## src/rtl/pulse_dec_pkg.sv

```systemverilog
// ============================================================================
// pulse_dec_pkg : shared types and constants for the pulse train decoder
// Rev 1.0
// ============================================================================
`default_nettype none

package pulse_dec_pkg;

  localparam int SAMPLE_W   = 14;
  localparam int CODE_W     = 2;
  localparam int MAX_PULSES = 3;
  // One extra pulse beyond MAX_PULSES is tracked so an overflow can be flagged.
  localparam int CNT_W      = $clog2(MAX_PULSES + 2);

  typedef enum logic [1:0] {
    ST_IDLE = 2'd0,
    ST_HIGH = 2'd1,
    ST_GAP  = 2'd2,
    ST_EMIT = 2'd3
  } state_e;

endpackage

`default_nettype wire

```

## src/rtl/pulse_dec_slicer.sv

```systemverilog
// ============================================================================
// pulse_dec_slicer : input sample register and threshold level slicer
// Option: PULSE_DEC_HYST_EN enables THRESH_LO hysteresis. Rev 1.0
// ============================================================================
`default_nettype none

module pulse_dec_slicer
  import pulse_dec_pkg::*;
#(
  parameter logic signed [SAMPLE_W-1:0] THRESH_HI = 14'sd4000,
  parameter logic signed [SAMPLE_W-1:0] THRESH_LO = 14'sd2000
) (
  input  logic                       clk,
  input  logic                       rst,
  input  logic signed [SAMPLE_W-1:0] sigin_i,
  output logic                       level_o
);

  logic signed [SAMPLE_W-1:0] sample_q;

  always_ff @(posedge clk) begin
    if (rst) sample_q <= '0;
    else     sample_q <= sigin_i;
  end

`ifdef PULSE_DEC_HYST_EN
  logic level_q;
  logic level_d;

  // Level follows the registered sample directly; level_q only remembers the
  // previous decision while the sample sits inside the hysteresis band.
  always_comb begin
    level_d = level_q;
    if (sample_q > THRESH_HI)      level_d = 1'b1;
    else if (sample_q < THRESH_LO) level_d = 1'b0;
  end

  always_ff @(posedge clk) begin
    if (rst) level_q <= 1'b0;
    else     level_q <= level_d;
  end

  assign level_o = level_d;
`else
  assign level_o = (sample_q > THRESH_HI);
`endif

endmodule

`default_nettype wire

```

## src/rtl/pulse_train_decoder.sv

```systemverilog
// ============================================================================
// pulse_train_decoder : counts qualified pulses in a train and emits the count
// Option: PULSE_DEC_HYST_EN (slicer hysteresis). Rev 1.0
// ============================================================================
`default_nettype none

module pulse_train_decoder
  import pulse_dec_pkg::*;
#(
  parameter logic signed [SAMPLE_W-1:0] THRESH_HI  = 14'sd4000,
  parameter logic signed [SAMPLE_W-1:0] THRESH_LO  = 14'sd2000,
  parameter int                         MIN_WIDTH  = 4,
  parameter int                         GAP_CYCLES = 32
) (
  input  logic                       clk,
  input  logic                       rst,
  input  logic                       ena,
  input  logic signed [SAMPLE_W-1:0] sigin,
  output logic [CODE_W-1:0]          code,
  output logic                       code_valid,
  output logic                       overflow
);

  localparam int                 c_wid_w    = $clog2(MIN_WIDTH + 1);
  localparam int                 c_gap_w    = (GAP_CYCLES > 1) ? $clog2(GAP_CYCLES) : 1;
  localparam logic [c_wid_w-1:0] c_wid_max  = c_wid_w'(MIN_WIDTH);
  localparam logic [c_gap_w-1:0] c_gap_last = c_gap_w'(GAP_CYCLES - 1);
  localparam logic [CNT_W-1:0]   c_cnt_sat  = CNT_W'(MAX_PULSES + 1);

  logic level;

  pulse_dec_slicer #(
    .THRESH_HI (THRESH_HI),
    .THRESH_LO (THRESH_LO)
  ) u_slicer (
    .clk     (clk),
    .rst     (rst),
    .sigin_i (sigin),
    .level_o (level)
  );

  state_e              state_q, state_d;
  logic [c_wid_w-1:0]  wid_q, wid_d;
  logic [c_gap_w-1:0]  gap_q, gap_d;
  logic [CNT_W-1:0]    cnt_q, cnt_d;
  logic [CODE_W-1:0]   code_q, code_d;
  logic                valid_q, valid_d;
  logic                ovf_q, ovf_d;

  always_ff @(posedge clk) begin
    if (rst) begin
      state_q <= ST_IDLE;
      wid_q   <= '0;
      gap_q   <= '0;
      cnt_q   <= '0;
      code_q  <= '0;
      valid_q <= 1'b0;
      ovf_q   <= 1'b0;
    end else begin
      state_q <= state_d;
      wid_q   <= wid_d;
      gap_q   <= gap_d;
      cnt_q   <= cnt_d;
      code_q  <= code_d;
      valid_q <= valid_d;
      ovf_q   <= ovf_d;
    end
  end

  always_comb begin
    state_d = state_q;
    wid_d   = wid_q;
    gap_d   = gap_q;
    cnt_d   = cnt_q;
    code_d  = code_q;
    valid_d = 1'b0;
    ovf_d   = 1'b0;
    if (!ena) begin
      state_d = ST_IDLE;
      wid_d   = '0;
      gap_d   = '0;
      cnt_d   = '0;
    end else begin
      case (state_q)
        ST_IDLE: begin
          if (level) begin
            state_d = ST_HIGH;
            wid_d   = c_wid_w'(1);
            gap_d   = '0;
            cnt_d   = '0;
          end
        end
        ST_HIGH: begin
          if (level) begin
            if (wid_q < c_wid_max) wid_d = wid_q + c_wid_w'(1);
          end else begin
            wid_d = '0;
            gap_d = '0;
            // A short pulse is a glitch: it neither counts nor ends the train.
            if (wid_q >= c_wid_max) begin
              if (cnt_q < c_cnt_sat) cnt_d = cnt_q + CNT_W'(1);
              state_d = ST_GAP;
            end else begin
              state_d = (cnt_q != '0) ? ST_GAP : ST_IDLE;
            end
          end
        end
        ST_GAP: begin
          if (gap_q == c_gap_last) begin
            state_d = ST_EMIT;
          end else if (level) begin
            state_d = ST_HIGH;
            wid_d   = c_wid_w'(1);
          end else begin
            gap_d = gap_q + c_gap_w'(1);
          end
        end
        ST_EMIT: begin
          state_d = ST_IDLE;
          cnt_d   = '0;
          gap_d   = '0;
          wid_d   = '0;
          if (cnt_q == c_cnt_sat) begin
            ovf_d = 1'b1;
          end else if (cnt_q != '0) begin
            valid_d = 1'b1;
            code_d  = cnt_q[CODE_W-1:0];
          end
        end
        default: state_d = ST_IDLE;
      endcase
    end
  end

  assign code       = code_q;
  assign code_valid = valid_q;
  assign overflow   = ovf_q;

endmodule

`default_nettype wire

```

## config.mk

```make
export PLATFORM = sky130hd
export DESIGN_NAME = pulse_train_decoder
export DESIGN_NICKNAME = d
export VERILOG_FILES = /design/src/rtl/pulse_dec_pkg.sv /design/src/rtl/pulse_dec_slicer.sv /design/src/rtl/pulse_train_decoder.sv
export SDC_FILE = /design/constraint.sdc
export NUM_CORES = 1
export LEC_CHECK = 0
export CORE_ASPECT_RATIO = 1.75
export CORE_MARGIN = 2
export CORE_UTILIZATION = 50
export DETAILED_ROUTE_END_ITERATION = 10
export PLACE_DENSITY = 0.71
export RECOVER_POWER = 25
export SLEW_MARGIN = 20
export SYNTH_ARGS = -nofsm -noshare
export SYNTH_HDL_FRONTEND = slang
export SYNTH_SLANG_ARGS = --single-unit
```

## constraint.sdc

```tcl
create_clock -name clk -period 4.55 [get_ports clk]
set_input_delay 0.91 -clock clk [delete_from_list [all_inputs] [get_ports clk]]
set_output_delay 0.91 -clock clk [all_outputs]
set_load 0.005 [all_outputs]
```

==> results.toml, run 1 <==
[hold_path]
hold_depth = 2
whs_endpoint = "cnt_q[1]"
min_path_type = "reg2reg"
min-delay-start = "cnt_q[1]"

[yosys]
yosysMostFrequentCell = "dfxtp_1"
synthesis.nets = 174
async_flop_share_pct = 0
yosys-top-cells-area = "dfxtp_1, nor2b_1, ha_1"
yosys-top-cells-count = "dfxtp_1, nor2b_1, nor2_1"
ys_types = 43
yosys.area.top_type = "dfxtp_1"
synth_edf_count = 0
synth_top_area_share_pct = 43.2
yosysWarnings = 0
ys_seq_area_share_pct = 43.2
syn_inst = 152
avgSynthCellArea_um2 = 9.46
synth_area_um2 = 1440
synth_flop_cell = "dfxtp_1"
ys_ff_latch = 31

[routing]
route.met3.wl_um = 124
top_layer = "met4"
viasPerCell = 5.73
dr_wl_met2_um = 1470
wl_per_cell_um = 13.4
wl_um = 2730
firstDrtPassIters = 4
drc_errors = 0
wl_met1_um = 1020
ant_nets = 0
vias = 1164
drt_iter0_drc = 35

[global_route]
grt_pass1_vias = 1147
grt_pass1_wl_um = 4750
grt_use_total_pct = 19.7
grt_max_degree = 20
antenna_found_initial = 0
grt_overflow = 0

[place]
place_congestion = 0.853
hpwlAfterDp_um = 2100
portBuffers = 20
place_area_um2 = 1660

[power]
clockPowerShare_pct = 37.5
p_int_mw = 0.412
p_sw_share_pct = 22.3
powerDensity_nw_per_um2 = 305
pwr-share-comb_pct = 8.7
p_seq_share_pct = 53.8
switchingPower_mw = 0.118
ir_drop_v = 0.000240
p_leak_nw = 0.644

[setup_path]
crit_required_ns = 4.77
cp-end-kind = "flip-flop"
crit_chain = "dlygate4sd3_1 > nor2b_1 > nand2_1 > nor3_1 > a21o_1 > a32o_1"
cp.arrival_ns = 3.01
crit_slowest_cell = "dlygate4sd3_1"
startpoint_type = "input port"
crit_type = "in2reg"
crit_buf_inv = 1
r2r_start = "u_slicer.sample_q[10]"
r2r_slack_ns = 2.63
rr_worst_depth = 5
crit_family = "simple AND/OR/NAND/NOR gates"
r2r-end = "cnt_q[0]"
cpPeakStageDelay_ns = 0.77
cp_max_fo = 19

[floorplanning]
rows = 25
initial_core_util_pct = 52.8
core_um2 = 2720
die_h_um = 74.9
die_w_um = 44.5
top_level_ports = 21
dieArea_um2 = 3340

[status]
run_status = "finished, final reports clean"

[cts]
tritoncts = "yes"
clk_pin_slew_ns = 0.06
clkLatencyLatePin_ns = 0.28
post_cts_buffers = 0
htree_levels = 2
postCtsHoldBufs = 0
cts_num_sinks = 31
post_cts_resized = 0
cts_made_buffers = 5
cts_buffer_depth = 2
clock-root-buffer = "clkbuf_8"

[timing]
setup_tns_ns = 0
fin_skew_ns = 0.00626
min_period_over_period_pct = 61.3
setup_viol = 0
worstMarginPinSlew_ns = 0.617
final_max_slew_viol_count = 0
post-route-min-period_ns = 2.79
clock.fmax_ghz = 0.358
slew-limit-headroom_pct = 58.8
hold_viol_final = 0
rsz0062_at_grt = "false"

[layout]
drive_gt1_share_pct = 12.5
syn2layout_area_growth_pct = 20.9
stdcell_area_um2 = 1740
antenna_cells = 0
nets = 197

[run]
cap_violations = 0
kinds of logic after synthesis:
kind of cell	share of synthesized area, %
AOI/OAI and AO/OA	20.4
adders and majority gates	4.35
buffers and inverters	2.35
DFF	43.2
muxes	3.13
and+or+nand+nor	26.6
per-layer routing:
metal | global-route usage, % | up-vias
met4 | 12.8 | 0
met2 | 35.9 | 38
met1 | 18.6 | 527
met3 | 5.28 | 13
li1 | - | 586
met5 | 0 | -
power by group through the flow:
stage          combinational, mW  sequential (mW)  clock [mW]
2_1_floorplan             0.0281            0.289           0
3_3_place_gp              0.0455            0.291           0
3_5_place_dp              0.0461            0.291           0
4_1_cts                   0.0464            0.285       0.204
5_1_grt                   0.0508            0.286       0.218
6_report                  0.0461            0.285       0.199
how the worst max path moves through the flow:
stage          slack [ns]        to  start  cells past startpoint
2_1_floorplan        2.64  wid_q[1]    ena                      6
3_3_place_gp         1.62  wid_q[1]    rst                      6
3_5_place_dp         1.50  wid_q[1]    rst                      6
4_1_cts              1.78  wid_q[1]    rst                      6
5_1_grt              1.52  wid_q[1]    rst                      6
6_report             1.76  wid_q[1]    rst                      6
cell type report:
type	instances	area (µm²)
clock inverters	1	5.00
flip-flops and latches	31	621
clock buffers	7	76.3
well taps	27	33.8
inverters	5	18.8
multi-input cells	112	783
repair buffers	20	200
fillers	252	983
cells in the final DEF, fill, tap and decap left out, types with 2 or more instances in the layout:
cell             instances
nor2_1                  14
a31oi_2                  2
nand4_1                  2
a21o_1                   2
ha_1                     5
o211ai_1                 2
dfxtp_1                 31
nor2b_1                 16
clkbuf_8                 5
nand3_1                 10
clkbuf_1                 2
o21ai_0                  7
mux2i_1                  3
nand2_1                  8
inv_1                    5
nor3_1                   4
a21oi_1                  9
clkdlybuf4s50_1         19
o21ai_1                  3
registers in the layout, indices dropped and copies added, names as in the netlist:
name / count
wid_q: 3
gap_q: 5
cnt_q: 3
code_valid: 1
state_q: 2
overflow: 1
u_slicer.sample_q: 14
code: 2
worst register-to-register path: stages, from the launching register on:
cell and delay [ns]:
dfxtp_1 0.31, and4_4 0.20, a41oi_2 0.45, nand2_4 0.15, a311oi_4 0.37, mux2_4 0.33
stage by stage:
step | power (mW) | utilization (%) | hold WS (ns) | cells | setup WS, ns
6_report | 0.530 | 63.9 | 0.477 | 203 | 1.76
5_1_grt | 0.555 | 63.9 | 0.495 | 203 | 1.52
4_1_cts | 0.536 | 63.9 | 0.481 | 203 | 1.78
3_5_place_dp | 0.337 | 60.9 | 0.473 | 195 | 1.50
3_3_place_gp | 0.336 | 60.9 | 0.457 | 195 | 1.62
2_1_floorplan | 0.317 | - | 0.441 | 152 | 2.64
No activity file was read; power rests on OpenSTA's default activity.
==> run 2, diff against run 1 <==
==> constraint.sdc (replaced) <==
create_clock -name clk -period 2.8 [get_ports clk]
set_input_delay 0.56 -clock clk [delete_from_list [all_inputs] [get_ports clk]]
set_output_delay 0.56 -clock clk [all_outputs]
set_load 0.005 [all_outputs]
==> run 2 against run 1 <==
  * Power up 66%
  * Worst hold slack worse by 0.0012 ns
  * Sequential share of layout area shrank 0.38 points
  * Critical path depth shrank 1
  * Utilization up 0.69 points
  * Sequential power rose by 62%
  * Flip-flop and latch count is the same
  * Clock skew about the same
  * Clock-buffer cell count down 2
  * Final cell count up 0.99%
  * Largest cell class unchanged
==> results.toml, run 2 (synthesis gave the netlist of run 1 again) <==
[status]
run_status = "finished, final reports clean"

[place]
place_congestion = 0.837
hpwlAfterDp_um = 2190
place_area_um2 = 1670
place_ws_ns = 0.713
portBuffers = 20
dp.cells = 197

[floorplanning]
core_um2 = 2720
die_h_um = 74.9
initial_core_util_pct = 52.8
rows = 25
die_w_um = 44.5
dieArea_um2 = 3340
top_level_ports = 21

[setup_path]
crit_type = "reg2reg"
rr_worst_depth = 5
crit_slowest_cell = "a41oi_2"
cp_max_fo = 8
crit_start = "u_slicer.sample_q[10]"
crit_buf_inv = 0
startpoint_type = "flip-flop"
cpPeakStageDelay_ns = 0.45
crit_required_ns = 2.96
crit_chain = "and4_4 > a41oi_2 > nand2_4 > a311oi_4 > mux2_4"
worst-path-stages = 5
cp.arrival_ns = 2.11
r2r_start = "u_slicer.sample_q[10]"
cp-end-kind = "flip-flop"
crit_family = "compound AO/OA/AOI/OAI gates"

[layout]
stdcell_area_um2 = 1760
layout_common_cells = "dfxtp_1, clkdlybuf4s50_1, nor2b_1, nor2_1, nand3_1"
largest_register_ffs = 14
fin_util_pct = 64.6
largest-register = "u_slicer.sample_q"
largestRegisters = "u_slicer.sample_q: 14 flops, gap_q: 5 flops"
antenna_cells = 0
final-instance-count-excl-fill = 205
syn2layout_area_growth_pct = 22.2
drive_gt1_share_pct = 14.0
layout_commonest_cell = "dfxtp_1"
nets = 199

[power]
power.total_mw = 0.881
p_sw_share_pct = 24.1
pwr-share-comb_pct = 8.8
clockPowerShare_pct = 38.7
p_leak_nw = 0.649
p_int_mw = 0.669
switchingPower_mw = 0.212
powerDensity_nw_per_um2 = 501
p_seq_share_pct = 52.6
ir_drop_v = 0.000466

[routing]
viasPerCell = 5.86
wl_per_cell_um = 13.7
vias = 1201
drc_errors = 0
firstDrtPassIters = 4
ant_nets = 0
wl_um = 2820
drt_iter0_drc = 51

[cts]
cts_made_buffers = 5
tritoncts = "yes"
cts_buffer_depth = 2
cts_num_sinks = 31
clock-root-buffer = "clkbuf_8"
clkLatencyLatePin_ns = 0.28
post_cts_buffers = 0
clk_pin_slew_ns = 0.07
postCtsHoldBufs = 0
htree_levels = 2
post_cts_resized = 0

[hold_path]
hold_depth = 2
min-delay-start = "cnt_q[2]"
min_path_type = "reg2reg"

[run]
cap_violations = 0

[timing]
min_period_over_period_pct = 69.4
hold_viol_final = 0
setup_tns_ns = 0
clock.fmax_ghz = 0.515
post-route-min-period_ns = 1.94
setup_viol = 0
rsz0062_at_grt = "false"
worstMarginPinSlew_ns = 0.655
slew-limit-headroom_pct = 56.4
setup_slack_ns = 0.857
hold_slack_ns = 0.476
final_max_slew_viol_count = 0
fin_skew_ns = 0.00644

[global_route]
grt_use_total_pct = 20.3
antenna_found_initial = 0
grt_max_degree = 18
grt_overflow = 0
grt_pass1_vias = 1199
grt_pass1_wl_um = 5020
[run 2: changes by cell type in the layout (fill, tap and decap cells not counted)]
cell | previous run | this run
clkbuf_1 | 2 | 1
clkinvlp_4 | 0 | 2
buf_4 | 0 | 1
[run 2: layout make-up]
type,count,area (µm²)
timing repair buffer,22,211
inverter,5,18.8
tap,27,33.8
clock inverter,3,20.0
multi-input combinational,112,783
clock buffer,5,68.8
fill,242,965
sequential,31,621
[run 2: path summary, 6_finish.rpt]
path / end / slack (ns)
max: cnt_q[0] / 0.86
min: overflow / 0.48
max reg2reg: cnt_q[0] / 0.86
min reg2reg: overflow / 0.48
[run 2: power groups by stage]
stage | combinational, mW | clock (mW) | sequential, mW
global placement | 0.0762 | 0 | 0.472
finish | 0.0773 | 0.341 | 0.463
floorplan | 0.0456 | 0 | 0.470
CTS | 0.0784 | 0.347 | 0.463
global route | 0.0857 | 0.370 | 0.464
detailed placement | 0.0780 | 0 | 0.473
[run 2: worst reg2reg max path, stage by stage, from the launching register on]
cell and delay, ns:
dfxtp_1 0.31, and4_4 0.19, a41oi_2 0.45, nand2_4 0.15, a311oi_4 0.39, mux2_4 0.33
[run 2: metal layers]
| metal | vias to the layer above | wire length, µm | track usage (%) |
|---|---|---|---|
| met4 | 0 | 58 | 10.1 |
| met5 | - | 0 | 0 |
| met1 | 566 | 1100 | 21.3 |
| li1 | 596 | - | - |
| met3 | 8 | 113 | 5.28 |
| met2 | 31 | 1550 | 36.2 |
